## config.mk

```make
export PLATFORM = sky130hd
export DESIGN_NAME = calc_seq_ctrl
export DESIGN_NICKNAME = d
export VERILOG_FILES = /design/src/rtl/calc_pkg.sv /design/src/rtl/calc_operand_entry.sv /design/src/rtl/calc_seq_ctrl.sv
export SDC_FILE = /design/constraint.sdc
export NUM_CORES = 1
export LEC_CHECK = 0
export ABC_AREA = 1
export CAP_MARGIN = 20
export CORE_MARGIN = 2
export CORE_UTILIZATION = 63
export DETAILED_ROUTE_END_ITERATION = 10
export PLACE_DENSITY_LB_ADDON = 0.3
export SLEW_MARGIN = 30
export SYNTH_ARGS = -nofsm -noshare
export SYNTH_HDL_FRONTEND = slang
export SYNTH_SLANG_ARGS = --single-unit
```

## constraint.sdc

```tcl
create_clock -name clk -period 14.9 [get_ports clk]
set_input_delay 4.47 -clock clk [delete_from_list [all_inputs] [get_ports clk]]
set_output_delay 4.47 -clock clk [all_outputs]
set_load 0.05 [all_outputs]
```

## src/rtl/calc_pkg.sv

```systemverilog
// Shared definitions for the calculator sequencing controller.
//   - default datapath width, digit limit and WAIT timeout
//   - key code values, FSM state encoding, error display pattern
package calc_pkg;

  localparam int unsigned CALC_W          = 28;
  localparam int unsigned CALC_MAX_DIGITS = 8;
  localparam int unsigned CALC_TIMEOUT    = 15;

  // Largest magnitude the display can show
  localparam logic [CALC_W-1:0] MAX_VAL     = CALC_W'(99_999_999);
  // Value shown alongside the error indicator
  localparam logic [CALC_W-1:0] ERR_PATTERN = '1;

  localparam logic [3:0] KEY_PLUS   = 4'hA;
  localparam logic [3:0] KEY_MINUS  = 4'hB;
  localparam logic [3:0] KEY_EQUALS = 4'hC;
  localparam logic [3:0] KEY_CLEAR  = 4'hD;
  localparam logic [3:0] KEY_SIGN   = 4'hE;

  typedef enum logic [2:0] {
    ENTER_A,
    ENTER_B,
    ISSUE,
    WAIT,
    SHOW,
    ERROR
  } calc_state_e;

  function automatic logic is_digit(input logic [3:0] k);
    return k <= 4'd9;
  endfunction

endpackage

```

## src/rtl/calc_operand_entry.sv

```systemverilog
// Operand builder: accumulates decimal digits, tracks sign, clears on request.
// Ports:
//   clk, rst        clock, async active-high reset
//   clr             zero accumulator, sign and digit count
//   load            start a fresh operand equal to 'digit' (count = 1)
//   digit_en        append 'digit' if fewer than MAX_DIGITS digits held
//   sign_en         toggle the sign
//   digit           decimal digit 0-9
//   value_c         current signed operand
//   val_digit_c     operand as it would be after appending 'digit'
//   val_sign_c      operand as it would be after a sign toggle
module calc_operand_entry
  import calc_pkg::*;
#(
  parameter int unsigned W          = CALC_W,
  parameter int unsigned MAX_DIGITS = CALC_MAX_DIGITS
) (
  input  logic         clk,
  input  logic         rst,
  input  logic         clr,
  input  logic         load,
  input  logic         digit_en,
  input  logic         sign_en,
  input  logic [3:0]   digit,
  output logic [W-1:0] value_c,
  output logic [W-1:0] val_digit_c,
  output logic [W-1:0] val_sign_c
);

  localparam int unsigned CNT_W = $clog2(MAX_DIGITS + 1);

  logic [W-1:0]     acc;
  logic [W-1:0]     acc_dig;
  logic             neg;
  logic [CNT_W-1:0] cnt;
  logic             room;

  // Two's complement negate; a zero magnitude stays zero
  function automatic logic [W-1:0] apply_sign(input logic n, input logic [W-1:0] m);
    return n ? (~m + W'(1)) : m;
  endfunction

  // acc*10 + d via shifts; a full operand is left untouched
  assign room    = (cnt < CNT_W'(MAX_DIGITS));
  assign acc_dig = room ? ((acc << 3) + (acc << 1) + W'(digit)) : acc;

  assign value_c     = apply_sign(neg, acc);
  assign val_digit_c = apply_sign(neg, acc_dig);
  assign val_sign_c  = apply_sign(~neg, acc);

  // Accumulator, sign and digit count
  always_ff @(posedge clk or posedge rst) begin
    if (rst) begin
      acc <= '0;
      neg <= 1'b0;
      cnt <= '0;
    end else if (clr) begin
      acc <= '0;
      neg <= 1'b0;
      cnt <= '0;
    end else if (load) begin
      acc <= W'(digit);
      neg <= 1'b0;
      cnt <= CNT_W'(1);
    end else if (digit_en && room) begin
      acc <= acc_dig;
      cnt <= cnt + CNT_W'(1);
    end else if (sign_en) begin
      neg <= ~neg;
    end
  end

endmodule

```

## src/rtl/calc_seq_ctrl.sv

```systemverilog
// Sequencing controller for the calculator's signed add datapath.
// Builds two operands from keypad strokes, launches the adder for one cycle,
// waits for the sum and drives the display. Minus is done by negating op_b.
// Ports:
//   clk, rst            clock, async active-high reset
//   key_valid/key_code  keypad strobe and code (0-9, A +, B -, C =, D clr, E sign)
//   op_a, op_b          adder operands (op_b already negated for minus)
//   op_valid            one-cycle adder launch
//   res/res_ovf         adder sum and overflow, qualified by res_valid
//   disp_val/disp_err   display value and error indicator
//   busy                high while a sum is being issued or awaited
// Build option: define CALC_TIMEOUT_EN to abandon WAIT after TIMEOUT cycles.
module calc_seq_ctrl
  import calc_pkg::*;
#(
  parameter int unsigned W          = CALC_W,
  parameter int unsigned MAX_DIGITS = CALC_MAX_DIGITS
`ifdef CALC_TIMEOUT_EN
  ,
  parameter int unsigned TIMEOUT    = CALC_TIMEOUT
`endif
) (
  input  logic         clk,
  input  logic         rst,
  input  logic         key_valid,
  input  logic [3:0]   key_code,
  output logic [W-1:0] op_a,
  output logic [W-1:0] op_b,
  output logic         op_valid,
  input  logic [W-1:0] res,
  input  logic         res_ovf,
  input  logic         res_valid,
  output logic [W-1:0] disp_val,
  output logic         disp_err,
  output logic         busy
);

  calc_state_e  state, state_nxt;
  logic         op_sub, op_sub_nxt;
  logic [W-1:0] op_a_nxt, op_b_nxt, disp_val_nxt;
  logic         disp_err_nxt, op_valid_nxt, busy_nxt;

  logic ent_clr_c, ent_load_c, ent_digit_c, ent_sign_c;
  logic [W-1:0] ent_value_c, ent_val_digit_c, ent_val_sign_c;

  logic key_digit, key_pm, key_minus, key_equals, key_clear, key_sign;

`ifdef CALC_TIMEOUT_EN
  localparam int unsigned TO_W = $clog2(TIMEOUT + 1);
  logic [TO_W-1:0] to_cnt, to_cnt_nxt;
`endif

  assign key_digit  = key_valid && is_digit(key_code);
  assign key_minus  = key_valid && (key_code == KEY_MINUS);
  assign key_pm     = key_valid && ((key_code == KEY_PLUS) || (key_code == KEY_MINUS));
  assign key_equals = key_valid && (key_code == KEY_EQUALS);
  assign key_clear  = key_valid && (key_code == KEY_CLEAR);
  assign key_sign   = key_valid && (key_code == KEY_SIGN);

  calc_operand_entry #(
    .W          (W),
    .MAX_DIGITS (MAX_DIGITS)
  ) u_entry (
    .clk         (clk),
    .rst         (rst),
    .clr         (ent_clr_c),
    .load        (ent_load_c),
    .digit_en    (ent_digit_c),
    .sign_en     (ent_sign_c),
    .digit       (key_code),
    .value_c     (ent_value_c),
    .val_digit_c (ent_val_digit_c),
    .val_sign_c  (ent_val_sign_c)
  );

  // State register
  always_ff @(posedge clk or posedge rst) begin
    if (rst) state <= ENTER_A;
    else     state <= state_nxt;
  end

  // Next state, entry controls and next values of registered outputs
  always_comb begin
    state_nxt    = state;
    op_a_nxt     = op_a;
    op_b_nxt     = op_b;
    op_sub_nxt   = op_sub;
    disp_val_nxt = disp_val;
    disp_err_nxt = disp_err;
    op_valid_nxt = 1'b0;
    ent_clr_c    = 1'b0;
    ent_load_c   = 1'b0;
    ent_digit_c  = 1'b0;
    ent_sign_c   = 1'b0;
`ifdef CALC_TIMEOUT_EN
    to_cnt_nxt   = to_cnt;
`endif

    if (key_clear) begin
      // Clear beats everything, including a result arriving this cycle
      state_nxt    = ENTER_A;
      op_a_nxt     = '0;
      op_b_nxt     = '0;
      op_sub_nxt   = 1'b0;
      disp_val_nxt = '0;
      disp_err_nxt = 1'b0;
      ent_clr_c    = 1'b1;
    end else begin
      case (state)
        ENTER_A, ENTER_B: begin
          if (key_digit) begin
            ent_digit_c  = 1'b1;
            disp_val_nxt = ent_val_digit_c;
          end else if (key_sign) begin
            ent_sign_c   = 1'b1;
            disp_val_nxt = ent_val_sign_c;
          end else if ((state == ENTER_A) && key_pm) begin
            op_a_nxt   = ent_value_c;
            op_sub_nxt = key_minus;
            ent_clr_c  = 1'b1;
            state_nxt  = ENTER_B;
          end else if ((state == ENTER_B) && key_equals) begin
            op_b_nxt  = op_sub ? (~ent_value_c + W'(1)) : ent_value_c;
            ent_clr_c = 1'b1;
            state_nxt = ISSUE;
          end
        end
        ISSUE: begin
          op_valid_nxt = 1'b1;
          state_nxt    = WAIT;
`ifdef CALC_TIMEOUT_EN
          to_cnt_nxt   = '0;
`endif
        end
        WAIT: begin
          if (res_valid) begin
            if (res_ovf) begin
              disp_err_nxt = 1'b1;
              disp_val_nxt = {W{1'b1}};
              state_nxt    = ERROR;
            end else begin
              disp_val_nxt = res;
              state_nxt    = SHOW;
            end
          end
`ifdef CALC_TIMEOUT_EN
          else if (to_cnt == TO_W'(TIMEOUT - 1)) begin
            disp_err_nxt = 1'b1;
            disp_val_nxt = {W{1'b1}};
            state_nxt    = ERROR;
          end else begin
            to_cnt_nxt = to_cnt + TO_W'(1);
          end
`endif
        end
        SHOW: begin
          if (key_digit) begin
            ent_load_c   = 1'b1;
            disp_val_nxt = W'(key_code);
            state_nxt    = ENTER_A;
          end else if (key_pm) begin
            // Chain: the shown result becomes the first operand
            op_a_nxt   = disp_val;
            op_sub_nxt = key_minus;
            ent_clr_c  = 1'b1;
            state_nxt  = ENTER_B;
          end
        end
        ERROR: begin
          state_nxt = ERROR;
        end
        default: begin
          state_nxt = ENTER_A;
        end
      endcase
    end

    busy_nxt = (state_nxt == ISSUE) || (state_nxt == WAIT);
  end

  // Registered outputs and operator memory
  always_ff @(posedge clk or posedge rst) begin
    if (rst) begin
      op_a     <= '0;
      op_b     <= '0;
      op_sub   <= 1'b0;
      op_valid <= 1'b0;
      disp_val <= '0;
      disp_err <= 1'b0;
      busy     <= 1'b0;
    end else begin
      op_a     <= op_a_nxt;
      op_b     <= op_b_nxt;
      op_sub   <= op_sub_nxt;
      op_valid <= op_valid_nxt;
      disp_val <= disp_val_nxt;
      disp_err <= disp_err_nxt;
      busy     <= busy_nxt;
    end
  end

`ifdef CALC_TIMEOUT_EN
  // WAIT cycle counter
  always_ff @(posedge clk or posedge rst) begin
    if (rst) to_cnt <= '0;
    else     to_cnt <= to_cnt_nxt;
  end
`endif

endmodule

```

# ---- Word level (Yosys, flattened, before mapping)
# Cells that the tools add are included.
dict set report totals {
  register_bits 124
  out_inout_bits 87
  word_cells 149
}
dict set report classes {
  n_addsub 6
  magnitude_cmp 2
  eq_ne 24
  n_mux 75
  bitwise 4
  reduce_logical 27
}
# operator count
set op_table {}
lappend op_table {{two-way mux 28 bit} 26}
lappend op_table {{adder 28 x 1 -> 28 bit, second input constant} 3}
lappend op_table {{inverter 28 bit} 3}
lappend op_table {{one-hot mux 28 bit (3 select lines)} 1}
lappend op_table {{one-hot mux 28 bit (2 select lines)} 1}
lappend op_table {{two-way mux 1 bit} 33}
lappend op_table {{adder 28 bit} 1}
lappend op_table {{adder 28 x 4 -> 28 bit} 1}
lappend op_table {{two-way mux 3 bit} 8}
lappend op_table {{!= test 3 bit, second input constant} 8}
lappend op_table {{== test 4 bit, second input constant} 5}
lappend op_table {{one-hot mux 3 bit (5 select lines)} 1}
lappend op_table {{== test 3 x 2 -> 1 bit, second input constant} 4}
lappend op_table {{two-way mux 4 bit} 3}
lappend op_table {{nonzero test 2 bit} 5}
lappend op_table {{logical AND 1 bit} 9}
lappend op_table {{nonzero test 3 bit} 3}
lappend op_table {{== test 3 bit, second input constant} 2}
lappend op_table {{AND reduction 6 bit} 1}
lappend op_table {{AND reduction 5 bit} 1}
lappend op_table {{adder 4 x 1 -> 4 bit, second input constant} 1}
lappend op_table {{less-or-equal comparator 4 bit, second input constant} 1}
lappend op_table {{< comparator 4 bit, second input constant} 1}
lappend op_table {{!= test 2 bit, second input constant} 2}
lappend op_table {{12 further kinds} 14}

# ---- Longest topological paths before layout
dict set report depth {
  word_depth 12
  ltp_mapped 27
  mapped_depth_nobuf 27
}

# ---- By module
# A second synthesis with hierarchy kept.
dict set report unflattened {
  cells_unflattened 1758
  hier_area_um2 11312.1
}
# mod n_inst cells_per_inst area_each_um2 seq_area_each_um2
set modules_own_cells {}
lappend modules_own_cells {calc_operand_entry 1 950 5700.5 825.8}
lappend modules_own_cells {calc_seq_ctrl 1 808 5611.6 2277.2}

# ---- Least setup slack after synthesis
# Ideal clock, no wire load.
dict set report synth_timing {
  path_type {input to register}
  from {input key_code[3]}
  to {register disp_val[24]}
  setup_time_ps 118
  arrival_ps 7076
  t_required_ps 14782
  path_slack_ps 7707
  path_stages 20
  n_path_buf 0
  path_cell_list {inv_1 -> fa_1 -> fa_1 -> o21ai_1 -> nor2_4 -> nand2_2 -> nor2_2 -> nand2_1 -> nor3_4 -> nand2_1 -> nor2_2 -> nand3_2 -> nand2_4 -> nand3_1 -> nand2_1 -> nand3_1 -> nand2_1 -> nand2_1 -> nand2_1 -> nand2_1}
}
dict set report synth_via {
  elab_chain_cells 8
  elab_cells_between_ends 19
  cone_classes {add/sub: 2; order compare: 1; eq/ne: 5; mux: 5; bitwise: 1; reduce/logical: 5}
}
# item line
set synth_lines {}
lappend synth_lines {{start: declaration} calc_seq_ctrl.sv:26} ;# input logic [3:0] key_code,
lappend synth_lines {{adder 28 x 4 -> 28 bit} calc_operand_entry.sv:45} ;# assign acc_dig = room ? ((acc << 3) + (acc << 1) + W'(digit)) : acc;
lappend synth_lines {{two-way mux 28 bit} calc_operand_entry.sv:45}
lappend synth_lines {{inverter 28 bit} calc_operand_entry.sv:40} ;# return n ? (~m + W'(1)) : m;
lappend synth_lines {{adder 28 x 1 -> 28 bit} calc_operand_entry.sv:40}
lappend synth_lines {{two-way mux 28 bit} calc_operand_entry.sv:40}
lappend synth_lines {{two-way mux 28 bit} calc_seq_ctrl.sv:111} ;# if (key_digit) begin
lappend synth_lines {{one-hot mux 28 bit (3 select lines)} calc_seq_ctrl.sv:109} ;# case (state)
lappend synth_lines {{two-way mux 28 bit} calc_seq_ctrl.sv:99} ;# if (key_clear) begin
lappend synth_lines {{end signal: assignment} calc_seq_ctrl.sv:196} ;# disp_val <= disp_val_nxt;
lappend synth_lines {{end: declaration} calc_seq_ctrl.sv:33} ;# output logic [W-1:0] disp_val,
# Parallel ways exist; a longest one is shown, timed or not.
# A chain may end at the register's enable or synchronous reset.

# ---- Worst setup path in the final report
dict set report layout_timing {
  from {input key_code[3]}
  to {register disp_val[20]}
}
# Same word-level chain as after synthesis.

==> metrics <==
DR vias 12781; number of synthesized register bits 124; FF-to-FF setup slack 10.88 ns; WP data arrival 8.29 ns; fin crit period 7.964 ns; Post-synth EDFFs 0; Area growth syn-to-layout 17.92%; Levels on crit path 21; Setup Viol. Count Final 0; die span in y 136.4 um; Net Sw Frac 57.92%; ys flop type dfrtp_1; number of global-route vias before repair 12137; Reg2Reg Capture Point disp_val[20]; worst reg-to-reg path cell count 20; first-pass GRT wire length 62120 um; I/O pins 124; starting density of the core 64.02%; number of core rows 48; Crit Reg-Reg Startpoint u_entry.acc[0]; post-synth top area cell dfrtp_1; WHS Path Cells 2; Total Nets Final 1911; critical path type input pin to flop; DIE AREA 18590 um^2; Max FO, Critical Path 9; 1st-pass router iterations 8; Synth top area share 28.12%; worst clock skew 0.009955 ns; TritonCTS clock tree yes; Slew @ Worst Pin 0.9572 ns; clock root cell clkbuf_16; filler cell count 1417; Tot GR Track Use 43.15%; post-route setup TNS 0 ns; initial antenna violation count 1; CTS Buffer Depth 2; most frequent CP cell nand2_1; max_cap viols 0; RSZ-0062 raised after global routing no; final hold violations 0; Via density 6.213; CP max-delay cell fa_1; fmax 0.1256 GHz; crit start category input pin; Peak VDD IR 190.7 uV; fin crit share 53.45%; DRC violations left 0; most frequent cells in the layout 499 x nand2_1, 200 x inv_1, 190 x nand3_1; IO Port Bufs 123; Pint 0.001509 W; hold_buf cts 0; Seq pwr share 18.0%; die width 136.4 um; utilization after layout 75.50%; Post-Syn Area per Cell 6.383 um^2; layout cells sized above 1 7.587%; CP top delay family simple AND/OR/NAND/NOR gates; clk slew on worst S/H paths 0.06 ns; outcome complete, no violations; Critical Path Sink Type flop; gr ovfl total 0; part of the power in combinational logic 69.2%; WHS Endpoint op_b[12]; sw power 0.002077 W; H-tree Lvls 4; Inserted Diodes 0; total CTS buffers 17; post-synthesis cell count 1729; DRT Wirelength 39420 um; crit path cell chain clkdlybuf4s50_1, inv_1, fa_1, fa_1, o21ai_1, nor2_4, nand2_2, nor2_2, nand2_1, nor3_4, nand2_1, nor2_2, nand3_2, nand2_4, o21ai_1, nand2_1, nand3_1, nand2_1, nand2_1, nand2_1, nand2_1; antenna viol nets, final 0; CP Buf/Inv Count 2; Pwr Density 275.6 nW/um^2; register area share after synthesis 28.12%; hold_sp op_b[12]; largest cells by area after synthesis dfrtp_1 28%, nand2_1 17%, nand3_1 8.6%; Hold Crit Class flop to flop; asr flop ratio synth 100.0%; Final Wtd Congestion 1.006; Resized cells post-CTS 0; Leak 6.463 nW; Initial DRC Count 1636; CORE AREA 17240 um^2; slowest stage delay, CP 0.56 ns; Clock Power Share 12.8%; most common cell after layout, fill and taps aside nand2_1; Final Max Tran Viols 0; Worst Path Required 15.23 ns; worst skew pair latency 0.43 ns; Detail Placement HPWL 29380 um; postcts setup bufs 0; warnings from Yosys 0; CTS Sinks 124; Wirelength per Cell 19.16 um; post-synthesis cell area 11040 um^2; unique cell type count in the Yosys netlist 48; largest net degree at the start of global routing 66; syn_nets 1821; relative slew slack 35.99%
[cells by family (layout without fill, tap and decap cells)]
group | after synthesis | after routing | synth area share, %
xor+xnor | 23 | 23 | 1.825
simple gates | 930 | 930 | 37.39
fa+ha+maj | 55 | 55 | 6.372
buf+inv | 293 | 396 | 10.25
compound gates | 304 | 304 | 16.04
flops | 124 | 124 | 28.12
[tightest hold or removal path, cell delays in order (launching register included)]
cell and delay (ns):
dfrtp_1 0.34, nand2_1 0.06, nand2_1 0.05
[worst max-delay path by stage]
stage,start,endpoint
floorplan,rst,busy
global placement,key_code[2],disp_val[3]
detailed placement,key_code[3],disp_val[20]
CTS,key_code[3],disp_val[20]
global route,key_code[3],disp_val[14]
finish,key_code[3],disp_val[20]
[synth_stat cells (26+ instances only)]
master	number
dfrtp_1	124
clkbuf_1	36
nand4_1	26
nor2_1	137
nand3_1	190
o21ai_1	33
ha_1	53
o21ai_0	111
inv_1	203
o22ai_1	33
a21oi_1	62
nand2_1	500
[flip-flops by register name (all words and copies together), names as in the netlist, 3 cells and up]
name         count
u_entry.cnt      4
disp_val        28
u_entry.acc     28
op_a            28
state            3
op_b            28
[routing by layer]
metal | vias up | track usage, % | wire length, um
met1 | 5828 | 54.09 | 14930
met4 | 2 | 23.26 | 2251
met2 | 862 | 68.70 | 17930
li1 | 5878 | - | -
met3 | 211 | 10.33 | 4292
met5 | - | 0 | 15
[cell type report]
type	count	area [um^2]	area share, %
well taps	225	281.5	2.163
repair buffers	136	1329	10.21
clock buffers	19	442.9	3.404
clock inverters	13	190.2	1.461
inverters	228	858.3	6.596
multi-input cells	1312	6807	52.30
flip-flops and latches	124	3105	23.86
[power groups by stage]
stage / sequential (W) / clock, W / combinational [W]
after floorplan: 0.000942 / 0 / 0.00139
after global placement: 0.000639 / 0 / 0.00234
after detailed placement: 0.000640 / 0 / 0.00240
after CTS: 0.000636 / 0.000452 / 0.00242
after global routing: 0.000657 / 0.000468 / 0.00269
final: 0.000646 / 0.000459 / 0.00248
[metrics by stage]
stage | power (W) | hold slack (ns) | instances | worst slack [ns] | instance area, um^2
final | 0.003586 | 0.4845 | 2057 | 6.936 | 13010
after global routing | 0.003819 | 0.5114 | 2057 | 6.646 | 13010
after floorplan | 0.002332 | 0.4769 | 1729 | 7.131 | 11040
after global placement | 0.002981 | 0.4622 | 2025 | 6.714 | 12380
after detailed placement | 0.003036 | 0.4672 | 2025 | 6.653 | 12380
after CTS | 0.003508 | 0.4819 | 2057 | 7.018 | 13010
No activity file was read; power rests on OpenSTA's default activity.
